==> src/rtl/mpu_poll_sched.sv <==
// MPU6050 poll sequencer: one I2C register read per data byte, publishes axis words.
// Define MPU_GYRO_EN to extend each round to the three gyro words.
module mpu_poll_sched #(
    parameter int unsigned POLL_PERIOD = 50000,
    parameter int unsigned TIMEOUT     = 200000,
    parameter logic [7:0]  BASE_REG    = 8'h3B
) (
    input  logic        clk,
    input  logic        reset,
    input  logic        enable,
    output logic        i2c_start,
    output logic        i2c_stop,
    output logic [7:0]  i2c_reg_addr,
    input  logic [7:0]  i2c_data,
    input  logic        i2c_avail_data,
    input  logic        i2c_avail_master,
    output logic [15:0] accel_x,
    output logic [15:0] accel_y,
    output logic [15:0] accel_z,
`ifdef MPU_GYRO_EN
    output logic [15:0] gyro_x,
    output logic [15:0] gyro_y,
    output logic [15:0] gyro_z,
`endif
    output logic        sample_valid,
    output logic        busy,
    output logic        timeout_err
);

`ifdef MPU_GYRO_EN
    localparam int         NB       = 12;
    localparam logic [3:0] LAST_IDX = 4'd13;
`else
    localparam int         NB       = 6;
    localparam logic [3:0] LAST_IDX = 4'd5;
`endif
    localparam logic [31:0] PER_LAST = 32'(POLL_PERIOD - 1);
    localparam logic [31:0] TO_LAST  = 32'(TIMEOUT - 1);

    typedef enum logic [2:0] {
        S_IDLE,
        S_ISSUE,
        S_WAIT_BYTE,
        S_STOP_REQ,
        S_NEXT,
        S_PUBLISH,
        S_WAIT_PERIOD
    } state_t;

    state_t      state, state_n;
    logic [3:0]  idx;
    logic [3:0]  slot;
    logic [31:0] pcnt;
    logic [31:0] tcnt;
    logic        avail_q;
    logic        abort;
    logic [7:0]  shadow [NB];

    logic data_rise;
    logic to_hit;
    logic round_go;
    logic pub_go;
    logic byte_go;
    logic to_fire;

    assign data_rise = i2c_avail_data & ~avail_q;
    assign to_hit    = (tcnt == TO_LAST);

    // Temperature registers are never read, so gyro bytes pack after accel.
`ifdef MPU_GYRO_EN
    assign slot = (idx > 4'd7) ? idx - 4'd2 : idx;
`else
    assign slot = idx;
`endif

    always_comb begin
        state_n  = state;
        round_go = 1'b0;
        pub_go   = 1'b0;
        byte_go  = 1'b0;
        to_fire  = 1'b0;
        unique case (state)
            S_IDLE: begin
                if (enable) begin
                    state_n  = S_ISSUE;
                    round_go = 1'b1;
                end
            end
            S_ISSUE: begin
                if (to_hit) begin
                    state_n = S_STOP_REQ;
                    to_fire = 1'b1;
                end else if (!i2c_avail_master) begin
                    state_n = S_WAIT_BYTE;
                end
            end
            S_WAIT_BYTE: begin
                if (data_rise) begin
                    state_n = S_STOP_REQ;
                    byte_go = 1'b1;
                end else if (to_hit) begin
                    state_n = S_STOP_REQ;
                    to_fire = 1'b1;
                end
            end
            S_STOP_REQ: begin
                if (i2c_avail_master) begin
                    if (!enable) state_n = S_IDLE;
                    else if (abort) state_n = S_WAIT_PERIOD;
                    else state_n = S_NEXT;
                end
            end
            S_NEXT: begin
                if (!enable) begin
                    state_n = S_IDLE;
                end else if (idx == LAST_IDX) begin
                    state_n = S_PUBLISH;
                    pub_go  = 1'b1;
                end else begin
                    state_n = S_ISSUE;
                end
            end
            S_PUBLISH: state_n = S_WAIT_PERIOD;
            S_WAIT_PERIOD: begin
                if (!enable) begin
                    state_n = S_IDLE;
                end else if (pcnt >= PER_LAST) begin
                    state_n  = S_ISSUE;
                    round_go = 1'b1;
                end
            end
            default: state_n = S_IDLE;
        endcase
    end

    always_ff @(posedge clk or negedge reset) begin
        if (!reset) begin
            state       <= S_IDLE;
            idx         <= '0;
            pcnt        <= '0;
            tcnt        <= '0;
            avail_q     <= 1'b0;
            abort       <= 1'b0;
            timeout_err <= 1'b0;
            accel_x     <= '0;
            accel_y     <= '0;
            accel_z     <= '0;
`ifdef MPU_GYRO_EN
            gyro_x      <= '0;
            gyro_y      <= '0;
            gyro_z      <= '0;
`endif
            for (int i = 0; i < NB; i++) shadow[i] <= '0;
        end else begin
            state   <= state_n;
            avail_q <= i2c_avail_data;

            if (round_go) begin
                idx   <= '0;
                pcnt  <= '0;
                abort <= 1'b0;
            end else begin
                if (state != S_IDLE && pcnt < PER_LAST) pcnt <= pcnt + 32'd1;
                if (state == S_NEXT && state_n == S_ISSUE) begin
`ifdef MPU_GYRO_EN
                    idx <= (idx == 4'd5) ? 4'd8 : idx + 4'd1;
`else
                    idx <= idx + 4'd1;
`endif
                end
            end

            if (state_n == S_ISSUE && state != S_ISSUE) tcnt <= '0;
            else if (tcnt != TO_LAST) tcnt <= tcnt + 32'd1;

            if (byte_go) begin
                for (int i = 0; i < NB; i++)
                    if (slot == 4'(i)) shadow[i] <= i2c_data;
            end

            if (to_fire) begin
                abort       <= 1'b1;
                timeout_err <= 1'b1;
            end

            // Words load as PUBLISH is entered so they are valid with the strobe.
            if (pub_go) begin
                accel_x     <= {shadow[0], shadow[1]};
                accel_y     <= {shadow[2], shadow[3]};
                accel_z     <= {shadow[4], shadow[5]};
`ifdef MPU_GYRO_EN
                gyro_x      <= {shadow[6], shadow[7]};
                gyro_y      <= {shadow[8], shadow[9]};
                gyro_z      <= {shadow[10], shadow[11]};
`endif
                timeout_err <= 1'b0;
            end
        end
    end

    always_comb begin
        i2c_reg_addr = 8'd0;
        if (state == S_ISSUE || state == S_WAIT_BYTE || state == S_STOP_REQ)
            i2c_reg_addr = BASE_REG + {4'd0, idx};
    end

    assign i2c_start    = (state == S_ISSUE);
    assign i2c_stop     = (state == S_STOP_REQ);
    assign sample_valid = (state == S_PUBLISH);
    assign busy         = !(state == S_IDLE || state == S_WAIT_PERIOD);

endmodule

==> config.mk <==
export PLATFORM = sky130hd
export DESIGN_NAME = mpu_poll_sched
export DESIGN_NICKNAME = d
export VERILOG_FILES = /design/src/rtl/mpu_poll_sched.sv
export SDC_FILE = /design/constraint.sdc
export NUM_CORES = 1
export LEC_CHECK = 0
export ABC_AREA = 1
export CAP_MARGIN = 20
export CORE_MARGIN = 1.5
export CORE_UTILIZATION = 55
export DETAILED_ROUTE_END_ITERATION = 6
export PLACE_DENSITY = 0.77
export SLEW_MARGIN = 20
export SYNTH_ARGS = -nofsm -noshare
export SYNTH_HDL_FRONTEND = slang
export SYNTH_SLANG_ARGS = --single-unit
==> constraint.sdc <==
create_clock -name clk -period 1.95 [get_ports clk]
set_input_delay 0.2925 -clock clk [delete_from_list [all_inputs] [get_ports clk]]
set_output_delay 0.2925 -clock clk [all_outputs]
set_load 0.1 [all_outputs]
==> metrics.txt <==
detailed-router iteration count before antenna repair=7; worst setup path category=register to output pin; final routed wire length divided by cell count=17.6 um; aggregate negative setup slack=-0.287 ns; half-perimeter wire length after placement=13300 um; later-pin clock latency in the skew report=0.43 ns; RSZ-0062 raised after global routing=yes; fraction of layout instances using a drive strength above 1=33.4%; post-detailed-routing wire length=21100 um; ratio of final minimum period to clock period=104%; Final GP Congestion=0.912; clk sink count=170; number of antenna repair diodes=0; Hold Crit Class=input pin to register; Detailed Route Iter0 Violations=a little over 500; first-pass GRT wire length=33000 um; die width=approximately 120 um; largest net degree at the start of global routing=46; DRT antenna net count=0; Peak Freq=0.491 GHz; clock period minus final worst setup slack=2.04 ns; Initial Utilization=between 50% and 60%; Nets=1026; P&R area growth vs syn=32.0%; CTS Buffer Depth=2; fill count=roughly 980; port buffer count=72; Multi-input gate area=around 0.0036 mm^2; start of the worst register-to-register path=state[2]; via count of the first global-routing pass=~6500; Critical Path Source=idx[0]; I/O Pins=74; critical path data required time=roughly 1.7 ns; type of destination of the critical path=output pin; CP max FO=5; core area=0.0144 mm^2; routed vias=around 6600; endpoints failing setup=6; area occupied by registers=about 0.0043 mm^2; Setup Slack @ Placement=-0.231 ns; sequential fraction of the synthesis area=between 50% and 60%; leading area contributor after synthesis=sky130_fd_sc_hd__dfrtp_1; gate family responsible for the most delay along the worst path=flip-flops; Post-synth EDFFs=0; crit start category=register; cell count along the critical path=6; maximum vdd ir drop=743 uV; Post-synth top flop=sky130_fd_sc_hd__dfrtp_1; top cells by area, synth=sky130_fd_sc_hd__dfrtp_1, sky130_fd_sc_hd__nand2_1, sky130_fd_sc_hd__mux2_2; average via count per standard cell=between 5 and 6; worst hold slack=roughly 0.34 ns; Buf+Inv Stages, Crit Path=3; Synth top area share=around 53%; Die ar.=0.0154 mm^2; height of the die=approximately 120 um; result of the run=complete, but fails checks; capturing instance or port of the critical path=i2c_reg_addr[6]; register bit total from synthesis=170; synthesized area per cell=around 9.5 um^2; CP max stage cell=sky130_fd_sc_hd__dfrtp_1; Synth Cell Area=roughly 0.0081 mm^2; remaining global-route overflow=0; post-synth net total=around 870; Clock transition at path regs=around 0.07 ns; chain of cells forming the critical path=buf_6, inv_4, ha_4, or2_4, a21oi_4, buf_12; power density relative to cell area=approximately 1100 mW/mm^2; Warnings, synthesis=0; clock tree from TritonCTS=done; final hold violation count=0; CP Data Arrival Time=approximately 1.7 ns; Yosys cell types=43; slack of the critical path=-0.0851 ns; post-synthesis cell count=about 850; Reg2Reg Setup Slack=approximately 0.01 ns; Max Cap Viol=0; Static Leakage=between 0.005 and 0.006 uW; clock skew after layout=0.0154 ns; R2R depth=10; async set or reset register ratio after synthesis=100%; final count of pins violating max slew=0; violations in the final reports=negative setup slack; clock root buffer=sky130_fd_sc_hd__clkbuf_16; worst reg2reg endpoint=tcnt[18]; most frequent standard cell in the layout excluding fill and tap cells=sky130_fd_sc_hd__dfrtp_1; initial antenna violation count=0; # DRC=0; htree depth=4; number of clock buffers inserted by TritonCTS=17; Critical Path Max Stage Delay=about 0.38 ns; leading cell types in the layout, fill and taps excluded=sky130_fd_sc_hd__dfrtp_1, sky130_fd_sc_hd__nand2_1, sky130_fd_sc_hd__buf_4, sky130_fd_sc_hd__nor2_1, sky130_fd_sc_hd__inv_1; number of placement rows=44; GRT Util Overall=26.8%
cell usage after synthesis (3+ instances only):
cell	n
sky130_fd_sc_hd__buf_4	3
sky130_fd_sc_hd__ha_1	7
sky130_fd_sc_hd__xor2_1	28
sky130_fd_sc_hd__buf_2	7
sky130_fd_sc_hd__nor3_1	22
sky130_fd_sc_hd__a21oi_1	10
sky130_fd_sc_hd__nor2_1	93
sky130_fd_sc_hd__nor4_1	3
sky130_fd_sc_hd__nand2_1	160
sky130_fd_sc_hd__or2_2	3
sky130_fd_sc_hd__nand3_1	34
sky130_fd_sc_hd__o21ai_0	56
sky130_fd_sc_hd__clkbuf_1	9
sky130_fd_sc_hd__nand3_2	4
sky130_fd_sc_hd__xnor2_1	4
sky130_fd_sc_hd__mux2_2	39
sky130_fd_sc_hd__nor2_2	3
sky130_fd_sc_hd__inv_1	74
sky130_fd_sc_hd__mux2_1	9
sky130_fd_sc_hd__o31ai_1	6
sky130_fd_sc_hd__dfrtp_1	170
sky130_fd_sc_hd__nand2_2	10
sky130_fd_sc_hd__a21oi_2	32
sky130_fd_sc_hd__inv_2	11
sky130_fd_sc_hd__nand4_1	19
sky130_fd_sc_hd__buf_12	3
sky130_fd_sc_hd__nor2_4	6
sequential cells by signal, indices dropped and copies added, names as in the netlist:
signal and count:
accel_y 16, timeout_err 1, tcnt 32, state 3, pcnt 32, avail_q 1
idx 4, shadow 48, abort 1, accel_x 16, accel_z 16
kinds of logic (layout without fill, tap and decap cells):
group	count (synthesis)	after routing	synth area share, %
AOI/OAI and AO/OA	113	113	8.84
xor gates and xnor gates	32	32	3.47
adders and majority gates	7	7	1.08
DFF	170	170	52.6
and+or+nand+nor	369	369	21.3
muxes	48	48	6.69
buffers and inverters	108	279	5.96
other	1	1	0.0464
routing by layer:
layer	wire length (um)	up-vias	global-route usage (%)	part of all wire [%]
met3	1160	50	6.03	5.5
met4	708	0	9.40	3.4
met2	10300	245	43.1	49
met5	0	-	0	0
met1	8940	3246	36.1	42
li1	-	3103	-	-
cell type report:
cell class,instances,share of cell area [%]
clock buffers,17,3.99
clock inverters,15,2.02
inverters,85,3.10
multi-input cells,570,33.3
flip-flops and latches,170,39.9
well taps,184,2.16
repair buffers,162,15.5
where the power goes:
part / switching (uW) / internal, uW
sequential: 176 / 3750
combinational: 2360 / 1580
clock: 1680 / 1880
total: 4210 / 7210
what timing repair did:
action                                 in CTS  in global routing
cloned                                      1                  7
hold buffers                                1                  0
resized for setup                          17                 35
setup endpoints to repair                   8                 96
pin swaps                                   5                 14
setup buffers                               5                  8
endpoints found under the hold margin      35                  0
worst reg2reg max path, stage by stage (launching register included):
cell and delay, ns:
sky130_fd_sc_hd__dfrtp_2 0.48, sky130_fd_sc_hd__clkinv_4 0.13, sky130_fd_sc_hd__nand4_2 0.14, sky130_fd_sc_hd__buf_4 0.12
sky130_fd_sc_hd__nand3_1 0.07, sky130_fd_sc_hd__a21oi_2 0.20, sky130_fd_sc_hd__nand4_4 0.16, sky130_fd_sc_hd__nor2_8 0.17
sky130_fd_sc_hd__buf_12 0.15, sky130_fd_sc_hd__clkbuf_16 0.16, sky130_fd_sc_hd__a21oi_2 0.05
worst min path at each step:
stage	from	endpoint	cells past startpoint
after floorplan	reset	abort	0
after global placement	reset	pcnt[5]	1
after detailed placement	reset	pcnt[5]	1
after CTS	i2c_avail_data	avail_q	1
after global routing	i2c_avail_data	avail_q	1
final	i2c_avail_data	avail_q	1
per-stage QoR:
stage | power (uW) | area, um^2 | utilization [%] | std cells
after detailed placement | 7100 | 9550 | 66.2 | 1149
after CTS | 10800 | 10300 | 71.6 | 1188
after global placement | 7060 | 9550 | 66.2 | 1149
final | 11400 | 10700 | 74.0 | 1203
after global routing | 11900 | 10700 | 74.0 | 1203
after floorplan | 6040 | 8150 | - | 848
(Power assumes the default switching activity.)
